`src/rtl/cpu_pkg.sv`:
```
// Shared encodings for the MIPS pipeline: opcode/funct constants, the ALU
// operation enum and the decoded control bundle carried into execute.
package cpu_pkg;

  localparam logic [5:0] OP_RTYPE = 6'h00;
  localparam logic [5:0] OP_J     = 6'h02;
  localparam logic [5:0] OP_BEQ   = 6'h04;
  localparam logic [5:0] OP_BNE   = 6'h05;
  localparam logic [5:0] OP_ADDI  = 6'h08;
  localparam logic [5:0] OP_LW    = 6'h23;
  localparam logic [5:0] OP_SW    = 6'h2B;

  localparam logic [5:0] FN_ADD = 6'h20;
  localparam logic [5:0] FN_SUB = 6'h22;
  localparam logic [5:0] FN_AND = 6'h24;
  localparam logic [5:0] FN_OR  = 6'h25;
  localparam logic [5:0] FN_SLT = 6'h2A;

  typedef enum logic [2:0] {
    ALU_ADD = 3'd0,
    ALU_SUB = 3'd1,
    ALU_AND = 3'd2,
    ALU_OR  = 3'd3,
    ALU_SLT = 3'd4
  } alu_op_e;

  typedef struct packed {
    alu_op_e alu_op;
    logic    alu_src;
    logic    reg_write;
    logic    mem_read;
    logic    mem_write;
    logic    mem_to_reg;
    logic    beq;
    logic    bne;
    logic    jump;
    logic    illegal;
  } ctrl_t;

endpackage

```
`src/rtl/reg_file.sv`:
```
// 2**REG_AW x DATA_W register file: two combinational read ports with
// write-through bypass, one write port, r0 hardwired to zero.
module reg_file #(
  parameter int DATA_W = 32,
  parameter int REG_AW = 5
) (
  input  logic              clk,
  input  logic              rst,
  input  logic [REG_AW-1:0] ra1,
  input  logic [REG_AW-1:0] ra2,
  output logic [DATA_W-1:0] rd1,
  output logic [DATA_W-1:0] rd2,
  input  logic              we,
  input  logic [REG_AW-1:0] wa,
  input  logic [DATA_W-1:0] wd
);

  localparam int NREG = 2 ** REG_AW;

  logic [DATA_W-1:0] mem [NREG];

  always_ff @(posedge clk or posedge rst) begin
    if (rst) begin
      for (int i = 0; i < NREG; i++) mem[i] <= '0;
    end else if (we && (wa != '0)) begin
      mem[wa] <= wd;
    end
  end

  // A write landing this edge is forwarded so decode never captures the stale value.
  always_comb begin
    rd1 = '0;
    rd2 = '0;
    if (ra1 != '0) rd1 = (we && (wa == ra1)) ? wd : mem[ra1];
    if (ra2 != '0) rd2 = (we && (wa == ra2)) ? wd : mem[ra2];
  end

endmodule

```
`src/rtl/instruction_decode.sv`:
```
// Decode stage: control decode, register read, immediate extension and the
// decode/execute pipeline register, plus the jump redirect back to fetch.
module instruction_decode
  import cpu_pkg::*;
#(
  parameter int DATA_W = 32,
  parameter int REG_AW = 5
) (
  input  logic              clk,
  input  logic              rst,
  input  logic [31:0]       IF_PC,
  input  logic [31:0]       IF_IR,
  input  logic              flush,
  input  logic              WB_RegWrite,
  input  logic [REG_AW-1:0] WB_WriteReg,
  input  logic [DATA_W-1:0] WB_WriteData,
  output logic [31:0]       DF_PC,
  output logic [DATA_W-1:0] DF_RsData,
  output logic [DATA_W-1:0] DF_RtData,
  output logic [31:0]       DF_Imm,
  output logic [REG_AW-1:0] DF_WriteReg,
  output logic [2:0]        DF_ALUOp,
  output logic              DF_ALUSrc,
  output logic              DF_RegWrite,
  output logic              DF_MemRead,
  output logic              DF_MemWrite,
  output logic              DF_MemToReg,
  output logic              DF_Beqctr,
  output logic              DF_Bnectr,
  output logic              DF_Jumpctr,
  output logic [31:0]       DF_JumpImm,
  output logic              DF_Illegal
);

  logic [5:0]        opcode;
  logic [5:0]        funct;
  logic [REG_AW-1:0] rs;
  logic [REG_AW-1:0] rt;
  logic [REG_AW-1:0] rd;
  logic [DATA_W-1:0] rs_data;
  logic [DATA_W-1:0] rt_data;
  logic [31:0]       imm_ext;
  logic [31:0]       jump_imm;
  ctrl_t             dec;
  logic [REG_AW-1:0] wr_reg;

  assign opcode   = IF_IR[31:26];
  assign rs       = IF_IR[25:21];
  assign rt       = IF_IR[20:16];
  assign rd       = IF_IR[15:11];
  assign funct    = IF_IR[5:0];
  assign imm_ext  = {{16{IF_IR[15]}}, IF_IR[15:0]};
  assign jump_imm = {4'b0000, IF_IR[25:0], 2'b00};

  reg_file #(
    .DATA_W(DATA_W),
    .REG_AW(REG_AW)
  ) u_reg_file (
    .clk (clk),
    .rst (rst),
    .ra1 (rs),
    .ra2 (rt),
    .rd1 (rs_data),
    .rd2 (rt_data),
    .we  (WB_RegWrite),
    .wa  (WB_WriteReg),
    .wd  (WB_WriteData)
  );

  always_comb begin
    dec        = '0;
    dec.alu_op = ALU_ADD;
    wr_reg     = '0;
    case (opcode)
      OP_RTYPE: begin
        wr_reg        = rd;
        dec.reg_write = 1'b1;
        case (funct)
          FN_ADD:  dec.alu_op = ALU_ADD;
          FN_SUB:  dec.alu_op = ALU_SUB;
          FN_AND:  dec.alu_op = ALU_AND;
          FN_OR:   dec.alu_op = ALU_OR;
          FN_SLT:  dec.alu_op = ALU_SLT;
          default: begin
            wr_reg        = '0;
            dec.reg_write = 1'b0;
            dec.illegal   = 1'b1;
          end
        endcase
      end
      OP_ADDI: begin
        wr_reg        = rt;
        dec.alu_src   = 1'b1;
        dec.reg_write = 1'b1;
      end
      OP_LW: begin
        wr_reg         = rt;
        dec.alu_src    = 1'b1;
        dec.reg_write  = 1'b1;
        dec.mem_read   = 1'b1;
        dec.mem_to_reg = 1'b1;
      end
      OP_SW: begin
        dec.alu_src   = 1'b1;
        dec.mem_write = 1'b1;
      end
      OP_BEQ: begin
        dec.alu_op = ALU_SUB;
        dec.beq    = 1'b1;
      end
      OP_BNE: begin
        dec.alu_op = ALU_SUB;
        dec.bne    = 1'b1;
      end
      OP_J:    dec.jump    = 1'b1;
      default: dec.illegal = 1'b1;
    endcase
    // Writes to r0 are architecturally void, so NOP becomes a pure bubble.
    if (wr_reg == '0) dec.reg_write = 1'b0;
    if (flush) begin
      dec.reg_write  = 1'b0;
      dec.mem_read   = 1'b0;
      dec.mem_write  = 1'b0;
      dec.mem_to_reg = 1'b0;
      dec.beq        = 1'b0;
      dec.bne        = 1'b0;
      dec.jump       = 1'b0;
      dec.illegal    = 1'b0;
    end
  end

  always_ff @(posedge clk or posedge rst) begin
    if (rst) begin
      DF_PC       <= '0;
      DF_RsData   <= '0;
      DF_RtData   <= '0;
      DF_Imm      <= '0;
      DF_WriteReg <= '0;
      DF_ALUOp    <= '0;
      DF_ALUSrc   <= 1'b0;
      DF_RegWrite <= 1'b0;
      DF_MemRead  <= 1'b0;
      DF_MemWrite <= 1'b0;
      DF_MemToReg <= 1'b0;
      DF_Beqctr   <= 1'b0;
      DF_Bnectr   <= 1'b0;
      DF_Jumpctr  <= 1'b0;
      DF_JumpImm  <= '0;
      DF_Illegal  <= 1'b0;
    end else begin
      DF_PC       <= IF_PC;
      DF_RsData   <= rs_data;
      DF_RtData   <= rt_data;
      DF_Imm      <= imm_ext;
      DF_WriteReg <= wr_reg;
      DF_ALUOp    <= dec.alu_op;
      DF_ALUSrc   <= dec.alu_src;
      DF_RegWrite <= dec.reg_write;
      DF_MemRead  <= dec.mem_read;
      DF_MemWrite <= dec.mem_write;
      DF_MemToReg <= dec.mem_to_reg;
      DF_Beqctr   <= dec.beq;
      DF_Bnectr   <= dec.bne;
      DF_Jumpctr  <= dec.jump;
      DF_JumpImm  <= jump_imm;
      DF_Illegal  <= dec.illegal;
    end
  end

endmodule

```
`config.mk`:
```
export PLATFORM = sky130hd
export DESIGN_NAME = instruction_decode
export DESIGN_NICKNAME = d
export VERILOG_FILES = /design/src/rtl/cpu_pkg.sv /design/src/rtl/reg_file.sv /design/src/rtl/instruction_decode.sv
export SDC_FILE = /design/constraint.sdc
export NUM_CORES = 2
export LEC_CHECK = 0
export ABC_CLOCK_PERIOD_IN_PS = 36900
export CAP_MARGIN = 20
export CELL_PAD_IN_SITES_DETAIL_PLACEMENT = 1
export CELL_PAD_IN_SITES_GLOBAL_PLACEMENT = 2
export CORE_MARGIN = 5
export CORE_UTILIZATION = 40
export CTS_CLUSTER_SIZE = 14
export DETAILED_ROUTE_END_ITERATION = 10
export PLACE_DENSITY = 0.8
export SYNTH_ARGS = -nofsm -noshare
export SYNTH_HDL_FRONTEND = slang
export SYNTH_HIERARCHICAL = 1
export SYNTH_SLANG_ARGS = --single-unit
```
`constraint.sdc`:
```
create_clock -name clk -period 36.9 [get_ports clk]
set_clock_uncertainty 0.05 [all_clocks]
set_input_delay 9.225 -clock clk [delete_from_list [all_inputs] [get_ports clk]]
set_output_delay 9.225 -clock clk [all_outputs]
set_load 0.05 [all_outputs]
```
==> results.cfg <==
[status]
status = completed

[cells_and_area]
multi_input_area_um2 = 28100
area_growth_pct = 14.6
final_cells = 6162
layout-drive-gt1-share_pct = 44.6
seq_area_um2 = 29100
final.fill_count = 14359
fin_nets = 4233

[worst_setup_path]
cp-end-kind = asynchronous set/reset pin
criticalPathCategory = primary input to asynchronous set/reset pin
critPathLaunchType = primary input
crit_required_ns = 37.63
crit_start = rst
cp_cell_sequence = clkdlybuf4s50_1 -> clkinvlp_4 -> buf_12 -> buf_4 -> buf_4 -> buf_4
r2r-start = u_reg_file/mem[278]
crit_fanout = 151
arrival_ns = 13.57
path_buf_inv = 6
cp_top_family = buffers and inverters
crit_top_cell = buf_4
cpPeakStageDelay_ns = 0.80
cp_slowest_cell = buf_4

[routing]
vias = 39627
first_pass_iters = 6
finalWirelength_um = 216000
dr.first_iter.drc_count = 3650
avgRoutedWirePerCell_um = 35.0
drt-vias-per-instance = 6.43
ant_nets = 0
drc = 0

[clock_network]
max-clock-path-buffers = 3
clockRootBuffer = clkbuf_16
cts_setup_buffers = 0
htree_num_levels = 4
ctsHoldBuffers = 0
clkLatencyLatePin_ns = 0.78
cts_sinks = 1162
tritoncts = yes
cts_buffers = 131
clk_pin_slew_worst_paths_ns = 0.06
cts_resized = 0

[worst_hold_path]
hold_start = u_reg_file/mem[996]
hold_path.class = flip-flop to flip-flop

[placed_design]
dp_hpwl_um = 124000
dp_cells = 5907
gp_congestion = 0.820
port_buffers = 275

[pwr]
p_per_area_nw_per_um2 = 55.9
p_leak_nw = 29.2
fin_total_pwr_w = 0.00381
irDropWorstVdd_uv = 34.3

[timing]
max_freq_mhz = 77.9
worst_slew_pin_slew_ns = 1.18
fin_tns_setup_ns = 0
period_share_pct = 34.8
timing.hold.ws_ns = 0.343
relSlewSlack_pct = 21.0
rsz0062_at_grt = false
finalMaxSlewViolations = 0
layout_min_cycle_time_ns = 12.84
hold_viol_final = 0
setup_viol = 0

[yosys]
muxShareOfSynthArea_pct = 38.7
syn_inst = 4047
synthArstFlopShare_pct = 100
synth_top_area_cell = dfrtp_1
synth_area_per_cell_um2 = 14.7
ys_seq_area_share_pct = 48.8
synthAdderAreaFrac_pct = 0
synth-compound-area-share_pct = 5.28
synth-simple-area-share_pct = 2.66
synth_edf_count = 0
synth-seq-cells = 1162
synth_area_um2 = 59500
synth_top_family_by_area = multiplexers
synth_warnings = 6
ys_types = 67
ys.flop_type = dfrtp_1
synth-xor-area-share_pct = 0.147
synth_top_area_share_pct = 48.8
synth_area_leaders = dfrtp_1 49%, mux2_2 20%, mux4_2 15%, mux2i_1 3.6%, clkbuf_1 1.3%

[die]
coreArea_um2 = 148000
row_count = 141
fp.dieH_um = 396
die_w_um = 396
dieArea_um2 = 157000
start_util_pct = 40.3
num_io_pins = 282

[global_route]
track_usage_pct = 27.3
grt_overflow = 0
grt_pass1_vias = 42167
grt_max_degree = 169
grt_pass1_wl_um = 313000
antenna_found_initial = 4

[run]
drv_cap = 0
[registers in the layout, indices dropped and copies added, names as in the netlist, 3 cells and up]
| signal | count |
|---|---|
| DF_WriteReg | 5 |
| DF_Imm | 15 |
| DF_RtData | 32 |
| DF_ALUOp | 3 |
| DF_PC | 32 |
| DF_JumpImm | 11 |
| DF_RsData | 32 |
| u_reg_file/mem | 1024 |
[layout make-up]
class / count / share of cell area (%)
clock inverters: 43 / 0.689
flip-flops and latches: 1162 / 42.6
clock buffers: 190 / 5.75
repair buffers: 418 / 6.18
inverters: 8 / 0.0568
multi-input cells: 2407 / 41.2
well taps: 1930 / 3.54
diodes: 4 / 0.0147
[per-stage QoR]
stage               worst slack (ns)  utilization, %  area [um2]
finish                         24.06            46.2       68200
detailed placement             23.21            42.9       63400
global route                   23.51            46.2       68200
global placement               23.19            42.8       63300
CTS                            24.02            45.9       67800
floorplan                      13.51               -       59600
[cells in the mapped netlist (54+ instances only)]
cell / count
dfrtp_1: 1162
mux2_2: 1038
mux4_2: 409
mux2i_1: 212
clkbuf_1: 205
buf_2: 92
nor2_1: 91
o22ai_1: 74
buf_4: 71
buf_1: 57
a21oi_1: 54
a221oi_1: 54
[cell families (layout without fill, tap and decap cells)]
| group | count (synthesis) | after routing |
|---|---|---|
| compound gates | 426 | 426 |
| buf+inv | 483 | 659 |
| simple gates | 306 | 306 |
| mux | 1659 | 1659 |
| flops | 1162 | 1162 |
| other cells | 1 | 10 |
| xor+xnor | 10 | 10 |
[where the power goes]
part / internal (W) / leakage, nW / switching, W
logic: 0.000425 / 12.2 / 0.000363
registers: 0.00150 / 14.8 / 0.000178
clock network: 0.000789 / 2.18 / 0.000555
[worst paths after layout]
path | end | slack [ns] | cells past startpoint
max | u_reg_file/mem[750] | 24.06 | 6
min | u_reg_file/mem[996] | 0.34 | 0
max reg2reg | DF_RsData[22] | 34.03 | 6
min reg2reg | u_reg_file/mem[996] | 0.34 | 0
max in group clk | DF_RsData[22] | 24.19 | 9
min in group asynchronous | DF_PC[31] | 8.92 | 2
[layout by cell type (no fill, tap or decap), drive strengths merged, types with 43 or more instances in the layout]
cell type      count
a21oi             54
a221oi            57
buf              150
clkbuf           193
clkdlybuf4s50    265
dfrtp           1162
mux2            1038
mux2i            212
mux4             409
nand2             45
nor2              94
nor3              43
o21ai             50
o22ai             74
[metal layers]
metal | wire length (um) | vias up | global-route usage (%)
met3 | 16800 | 460 | 5.88
li1 | - | 15650 | -
met4 | 10000 | 6 | 12.0
met5 | 70 | - | 0
met2 | 102000 | 1870 | 43.4
met1 | 87200 | 21641 | 36.3
Note: power is estimated with default switching activity, not from simulation.
